## src/rtl/ws2812_rx.sv

```systemverilog
// WS2812/SK6812 single-wire receiver: measures each high pulse on DI, rebuilds
// 24-bit GRB pixels, and flags the long low gap as end-of-frame.
module ws2812_rx #(
  parameter int NUM_LEDS     = 4,
  parameter int SYSTEM_CLOCK = 50_000_000
) (
  input  logic                        clk,
  input  logic                        reset_n,
  input  logic                        DI,
  output logic                        pixel_valid,
  output logic [$clog2(NUM_LEDS)-1:0] address,
  output logic [7:0]                  red,
  output logic [7:0]                  green,
  output logic [7:0]                  blue,
  output logic                        frame_done,
  output logic                        bit_error,
  output logic                        overflow,
  output logic                        in_frame
);

  localparam int CYCLE_COUNT  = SYSTEM_CLOCK / 800_000;
  localparam int THRESH       = 3 * CYCLE_COUNT / 8;
  localparam int MIN_HIGH     = CYCLE_COUNT / 16;
  localparam int MAX_HIGH     = 2 * CYCLE_COUNT;
  localparam int RESET_DETECT = 40 * CYCLE_COUNT;

  localparam int AW = $clog2(NUM_LEDS);
  localparam int PW = $clog2(NUM_LEDS + 1);
  localparam int LW = $clog2(RESET_DETECT) + 1;

  localparam logic [7:0]    C_THRESH   = 8'(THRESH);
  localparam logic [7:0]    C_MIN_HIGH = 8'(MIN_HIGH);
  localparam logic [7:0]    C_MAX_HIGH = 8'(MAX_HIGH);
  localparam logic [LW-1:0] C_LO_END   = LW'(RESET_DETECT - 1);
  localparam logic [PW-1:0] C_NUM_LEDS = PW'(NUM_LEDS);

  typedef enum logic [1:0] {
    S_SYNC,
    S_LOW,
    S_HIGH
  } state_t;

  state_t        r_state, w_state_nx;
  logic          r_di_meta, r_di_s, r_di_prev;
  logic [7:0]    r_hi_cnt, w_hi_nx;
  logic [LW-1:0] r_lo_cnt, w_lo_nx;
  logic [4:0]    r_bit_cnt;
  logic [PW-1:0] r_pix_cnt;
  logic [23:0]   r_shift;
  logic          r_pix_pend;

  logic w_rise, w_fall;
  logic w_shift, w_bit, w_start, w_frame_end;
  logic w_short_err, w_long_err, w_sync_exit;
  logic [7:0]    w_hi_inc;
  logic [LW-1:0] w_lo_inc;

  assign w_rise   = r_di_s & ~r_di_prev;
  assign w_fall   = ~r_di_s & r_di_prev;
  assign w_hi_inc = (r_hi_cnt == '1) ? r_hi_cnt : r_hi_cnt + 8'd1;
  assign w_lo_inc = (r_lo_cnt == '1) ? r_lo_cnt : r_lo_cnt + LW'(1);

  // NOTE: sequential state uses non-blocking assignments so every flop samples
  // the pre-edge value of its neighbours, which is what makes the chain a real
  // two-stage synchroniser rather than one wire.
  always_ff @(posedge clk or negedge reset_n) begin
    if (!reset_n) begin
      r_di_meta <= 1'b0;
      r_di_s    <= 1'b0;
      r_di_prev <= 1'b0;
      r_state   <= S_SYNC;
      r_hi_cnt  <= '0;
      r_lo_cnt  <= '0;
    end else begin
      r_di_meta <= DI;
      r_di_s    <= r_di_meta;
      r_di_prev <= r_di_s;
      r_state   <= w_state_nx;
      r_hi_cnt  <= w_hi_nx;
      r_lo_cnt  <= w_lo_nx;
    end
  end

  // NOTE: every signal driven here gets a default first, so no path can leave
  // one unassigned and infer a latch.
  always_comb begin
    w_state_nx  = r_state;
    w_hi_nx     = r_hi_cnt;
    w_lo_nx     = r_lo_cnt;
    w_shift     = 1'b0;
    w_bit       = 1'b0;
    w_start     = 1'b0;
    w_frame_end = 1'b0;
    w_short_err = 1'b0;
    w_long_err  = 1'b0;
    w_sync_exit = 1'b0;
    unique case (r_state)
      S_SYNC: begin
        if (r_di_s) begin
          w_lo_nx = '0;
        end else if (r_lo_cnt >= C_LO_END) begin
          w_state_nx  = S_LOW;
          w_sync_exit = 1'b1;
        end else begin
          w_lo_nx = w_lo_inc;
        end
      end
      S_LOW: begin
        if (w_rise) begin
          w_state_nx = S_HIGH;
          w_hi_nx    = 8'd1;
          w_lo_nx    = '0;
          w_start    = 1'b1;
        end else begin
          w_lo_nx     = w_lo_inc;
          w_frame_end = in_frame && (r_lo_cnt == C_LO_END);
        end
      end
      S_HIGH: begin
        if (r_hi_cnt >= C_MAX_HIGH) begin
          w_state_nx = S_SYNC;
          w_lo_nx    = '0;
          w_long_err = 1'b1;
        end else if (w_fall) begin
          if (r_hi_cnt < C_MIN_HIGH) begin
            w_state_nx  = S_SYNC;
            w_lo_nx     = '0;
            w_short_err = 1'b1;
          end else begin
            w_state_nx = S_LOW;
            w_lo_nx    = LW'(1);
            w_shift    = 1'b1;
            w_bit      = (r_hi_cnt >= C_THRESH);
          end
        end else begin
          w_hi_nx = w_hi_inc;
        end
      end
      default: begin
        w_state_nx = S_SYNC;
        w_lo_nx    = '0;
      end
    endcase
  end

  // Later assignments in this block take priority: frame end and resync
  // bookkeeping override the pixel path in the (impossible) case they coincide.
  always_ff @(posedge clk or negedge reset_n) begin
    if (!reset_n) begin
      pixel_valid <= 1'b0;
      address     <= '0;
      red         <= '0;
      green       <= '0;
      blue        <= '0;
      frame_done  <= 1'b0;
      bit_error   <= 1'b0;
      overflow    <= 1'b0;
      in_frame    <= 1'b0;
      r_bit_cnt   <= '0;
      r_pix_cnt   <= '0;
      r_shift     <= '0;
      r_pix_pend  <= 1'b0;
    end else begin
      pixel_valid <= 1'b0;
      frame_done  <= 1'b0;
      bit_error   <= 1'b0;
      r_pix_pend  <= 1'b0;

      if (w_start) in_frame <= 1'b1;

      if (w_shift) begin
        r_shift <= {r_shift[22:0], w_bit};
        if (r_bit_cnt == 5'd23) begin
          r_bit_cnt  <= '0;
          r_pix_pend <= 1'b1;
        end else begin
          r_bit_cnt <= r_bit_cnt + 5'd1;
        end
      end

      if (r_pix_pend) begin
        if (r_pix_cnt < C_NUM_LEDS) begin
          green       <= r_shift[23:16];
          red         <= r_shift[15:8];
          blue        <= r_shift[7:0];
          address     <= r_pix_cnt[AW-1:0];
          pixel_valid <= 1'b1;
          r_pix_cnt   <= r_pix_cnt + PW'(1);
        end else begin
          overflow <= 1'b1;
        end
      end

      if (w_short_err) begin
        bit_error <= 1'b1;
        r_bit_cnt <= '0;
      end

      if (w_long_err) begin
        bit_error <= 1'b1;
        in_frame  <= 1'b0;
        r_bit_cnt <= '0;
        r_pix_cnt <= '0;
      end

      if (w_frame_end) begin
        frame_done <= (r_pix_cnt != '0);
        bit_error  <= (r_bit_cnt != '0);
      end

      // Leaving resync starts a clean frame without announcing the aborted one.
      if (w_frame_end || w_sync_exit) begin
        in_frame  <= 1'b0;
        r_bit_cnt <= '0;
        r_pix_cnt <= '0;
        address   <= '0;
        overflow  <= 1'b0;
      end
    end
  end

endmodule

```

## config.mk

```make
export PLATFORM = sky130hd
export DESIGN_NAME = ws2812_rx
export DESIGN_NICKNAME = d
export VERILOG_FILES = /design/src/rtl/ws2812_rx.sv
export SDC_FILE = /design/constraint.sdc
export NUM_CORES = 1
export LEC_CHECK = 0
export ABC_AREA = 1
export CAP_MARGIN = 30
export CELL_PAD_IN_SITES_DETAIL_PLACEMENT = 1
export CELL_PAD_IN_SITES_GLOBAL_PLACEMENT = 1
export CORE_ASPECT_RATIO = 1.1
export CORE_MARGIN = 1.5
export CORE_UTILIZATION = 40
export CTS_CLUSTER_DIAMETER = 100
export CTS_CLUSTER_SIZE = 8
export DETAILED_ROUTE_END_ITERATION = 6
export HOLD_SLACK_MARGIN = 0.02
export PLACE_DENSITY_LB_ADDON = 0.1
export SLEW_MARGIN = 20
export SYNTH_ARGS = -nofsm -noshare
export SYNTH_HDL_FRONTEND = slang
export SYNTH_SLANG_ARGS = --single-unit
```

## constraint.sdc

```tcl
create_clock -name clk -period 2.4 [get_ports clk]
set_input_delay 0.48 -clock clk [delete_from_list [all_inputs] [get_ports clk]]
set_output_delay 0.48 -clock clk [all_outputs]
set_load 0.01 [all_outputs]
```

==> key figures <==
Yosys
  • Ys Warns: 0
  • Cell area after synthesis: 4440 µm²
  • Cells after Synth: 570
  • Syn Nets: 580
  • Top cell type by total area after synthesis: dfrtp_1
  • Post-synth cell types: 30
  • Yosys reg bits: 90
  • Top cell type's share of synthesized area: 0.507
  • Main flop type after synthesis: dfrtp_1
  • Top post-synthesis cells by area: dfrtp_1 (51%), nand2_1 (16%), o21ai_0 (5.7%), inv_1 (5.2%), nand3_1 (4.4%)
  • Post-synth EDFFs: 0
  • Syn_area_per_cell: 7.79 µm²
  • Sequential area share after synthesis: 0.507
  • Post-synth ARST share: 1.00

Timing
  • Worst rel slew slack: 0.625
  • Fmax: 503 MHz
  • Unrepaired setup endpoints after global routing: false
  • Final Hold Vio Count: 0
  • Slew of the pin with the lowest slew margin: 562 ps
  • Final setup fails: 0
  • Skew final: 3.77 ps
  • Setup TNS: 0 ps
  • Slew Viols, Final: 0
  • Clock period minus worst slack: 1990 ps
  • Fin crit share: 0.829

Worst setup path
  • CP max FO: 48
  • Reg-to-reg setup timing slack: 410 ps
  • Element type at the critical path start: flop
  • Critical path arrival: 2230 ps
  • Critical Path End: r_shift[8]
  • Worst Setup Path Type: reg -> reg
  • Worst setup EP type: flop
  • R2R depth: 9
  • FF-to-FF End: r_shift[8]
  • Crit path required time: 2640 ps
  • CP startpoint: r_hi_cnt[0]
  • Worst r2r src: r_hi_cnt[0]

Status
  • Status: finished, final reports clean

Die
  • # rows: 40
  • Initial Util: 0.409
  • Die area: 11,700 µm²
  • Die extent in y: 113 µm
  • Core Area: 10,900 µm²
  • # IOs: 34
  • Chip width: 103 µm

Route
  • ANT nets after route: 0
  • Pre-antenna DRT Iters: 4
  • DRT Wirelength: 11,300 µm
  • Drt wl/cell: 14.9 µm
  • Via Count: 3,844
  • Post-route DRC: 0
  • Drt via density: 5.06
  • DRT iter0 DRCs: 157

Layout
  • Area growth, synth to finish: 18.0%
  • Final instance area: 5240 µm²
  • Final-layout fill cell count: 1,343
  • # diodes: 0
  • Nets: 618
  • Share of cells above drive strength 1: 0.0750
  • Utilization after layout: 0.482
  • Final std cells w/o fill: 760

GRT
  • Largest net degree at the start of global routing: 53
  • Vias in the first global route: 4,017
  • Grt total ovfl: 0
  • First-pass GRT wire length: 19,400 µm
  • Initial antenna violation count: 0
  • Gr usage total: 0.212

Clocking
  • Root Driver: clkbuf_16
  • H-tree depth: 3
  • Resize count post-CTS: 0
  • Clock transition at path regs: 60 ps
  • CTS Sinks: 90
  • CTS Hold Bufs: 0
  • Maximum clock path buffer count: 2
  • Clock buffer count from CTS: 9
  • TritonCTS clock tree: yes
  • Setup Fix Bufs, Post-CTS: 0
  • Later-pin clock latency in the skew report: 340 ps

Placed design
  • Post-DP HPWL: 7920 µm
  • GPL Wtd Cong: 0.831
  • Cell Area, Placed: 4950 µm²
  • Cells after DPL: 744
  • # port buffers: 33

Worst hold path
  • Hold Crit Class: in -> async

Pwr
  • Pleak: 2.51 nW
  • Power Density: 566 nW/µm²
  • Total power: 0.00296 W
  • VDD IR max: 446 µV

Run
  • Max-cap viol count: 0
-- layout by cell type, fill, tap and decap left out, types with 2 or more instances in the layout --
cell / synthesis / layout
a21oi_1: 9 / 9
nand4_1: 23 / 23
nand2_1: 186 / 186
clkdlybuf4s50_1: 0 / 32
nand3b_1: 2 / 2
inv_1: 61 / 61
clkbuf_8: 0 / 2
nor3_1: 6 / 6
o31ai_1: 2 / 2
clkbuf_1: 11 / 2
xnor2_1: 3 / 3
xor2_1: 3 / 3
nand3_2: 2 / 2
nor2_2: 4 / 4
inv_2: 7 / 7
nand3_1: 39 / 39
clkinvlp_4: 0 / 2
dfrtp_1: 90 / 90
ha_1: 7 / 7
buf_4: 0 / 14
nand2_2: 3 / 3
o21ai_0: 51 / 51
nor2_1: 44 / 44
clkbuf_16: 0 / 9
-- stage by stage --
stage                     hold slack (ps)  worst slack, ps
after floorplan                       184              720
after global placement                344              512
after detailed placement              346              451
after CTS                             143              393
after global routing                  158              165
final                                 118              411
-- report_power, final --
| group | internal (W) | leakage [nW] | switching, W |
|---|---|---|---|
| sequential | 0.00152 | 1.25 | 0.00000738 |
| clock | 0.000762 | 0.132 | 0.000593 |
| combinational | 0.0000200 | 1.13 | 0.0000583 |
-- layer usage --
metal  GRT usage  vias to the layer above  wire, µm
met4      0.0676                        0       166
met2       0.353                       49      5540
met3      0.0337                       12       296
met1       0.281                     1889      5330
li1            -                     1894         -
met5           0                        -         0
-- how the worst min path moves through the flow --
stage | startpoint | endpoint | slack, ps | cells past startpoint
after floorplan | reset_n | address[0] | 180 | 0
after global placement | r_di_meta | r_di_s | 340 | 0
after detailed placement | r_di_meta | r_di_s | 350 | 0
after CTS | reset_n | red[5] | 140 | 1
after global routing | reset_n | red[5] | 160 | 1
final | reset_n | red[5] | 120 | 1
-- state kept, by name (all words and copies together), names as in the netlist, 2 cells and up --
register	cells
r_bit_cnt	5
r_shift	24
r_lo_cnt	13
red	8
r_pix_cnt	3
r_hi_cnt	8
address	2
r_state	2
blue	8
green	8
-- cells in the mapped netlist (2+ instances only) --
cell type and instances:
buf_2 6, dfrtp_1 90, nand3_1 39, o21ai_0 51
nand2_1 186, nor3_1 6, nor2_1 44, inv_2 7
nor2_2 4, o31ai_1 2, clkbuf_1 11, nand2_2 3
nand3_2 2, a21oi_1 9, buf_6 2, xor2_1 3
xnor2_1 3, nand3b_1 2, ha_1 7, nand4_1 23
inv_1 61
-- worst max-delay path, cell delays in order, from the launching register on --
cell	delay [ps]
dfrtp_1	410
ha_1	280
nor2_1	170
nand2_1	70
nor2_1	160
inv_1	80
nand4_1	80
buf_4	390
nand2_1	110
o21ai_0	120
-- cells by family (layout without fill, tap and decap cells) --
logic type | count (synthesis) | in the layout | share of synthesized area
compound gates | 66 | 66 | 0.0769
xor+xnor | 6 | 6 | 0.0118
fa+ha+maj | 7 | 7 | 0.0197
buf+inv | 87 | 130 | 0.0786
flops | 90 | 90 | 0.507
mux | 1 | 1 | 0.00225
simple gates | 313 | 313 | 0.303
-- layout make-up --
type                       count  area (µm²)  share of cell area
clock buffer                  13         260              0.0497
sequential                    90        2250               0.430
tap                          147         184              0.0351
clock inverter                 3        23.8             0.00454
timing repair buffer          46         425              0.0812
inverter                      68         255              0.0487
multi-input combinational    393        1840               0.351
No activity file was read; power rests on OpenSTA's default activity.
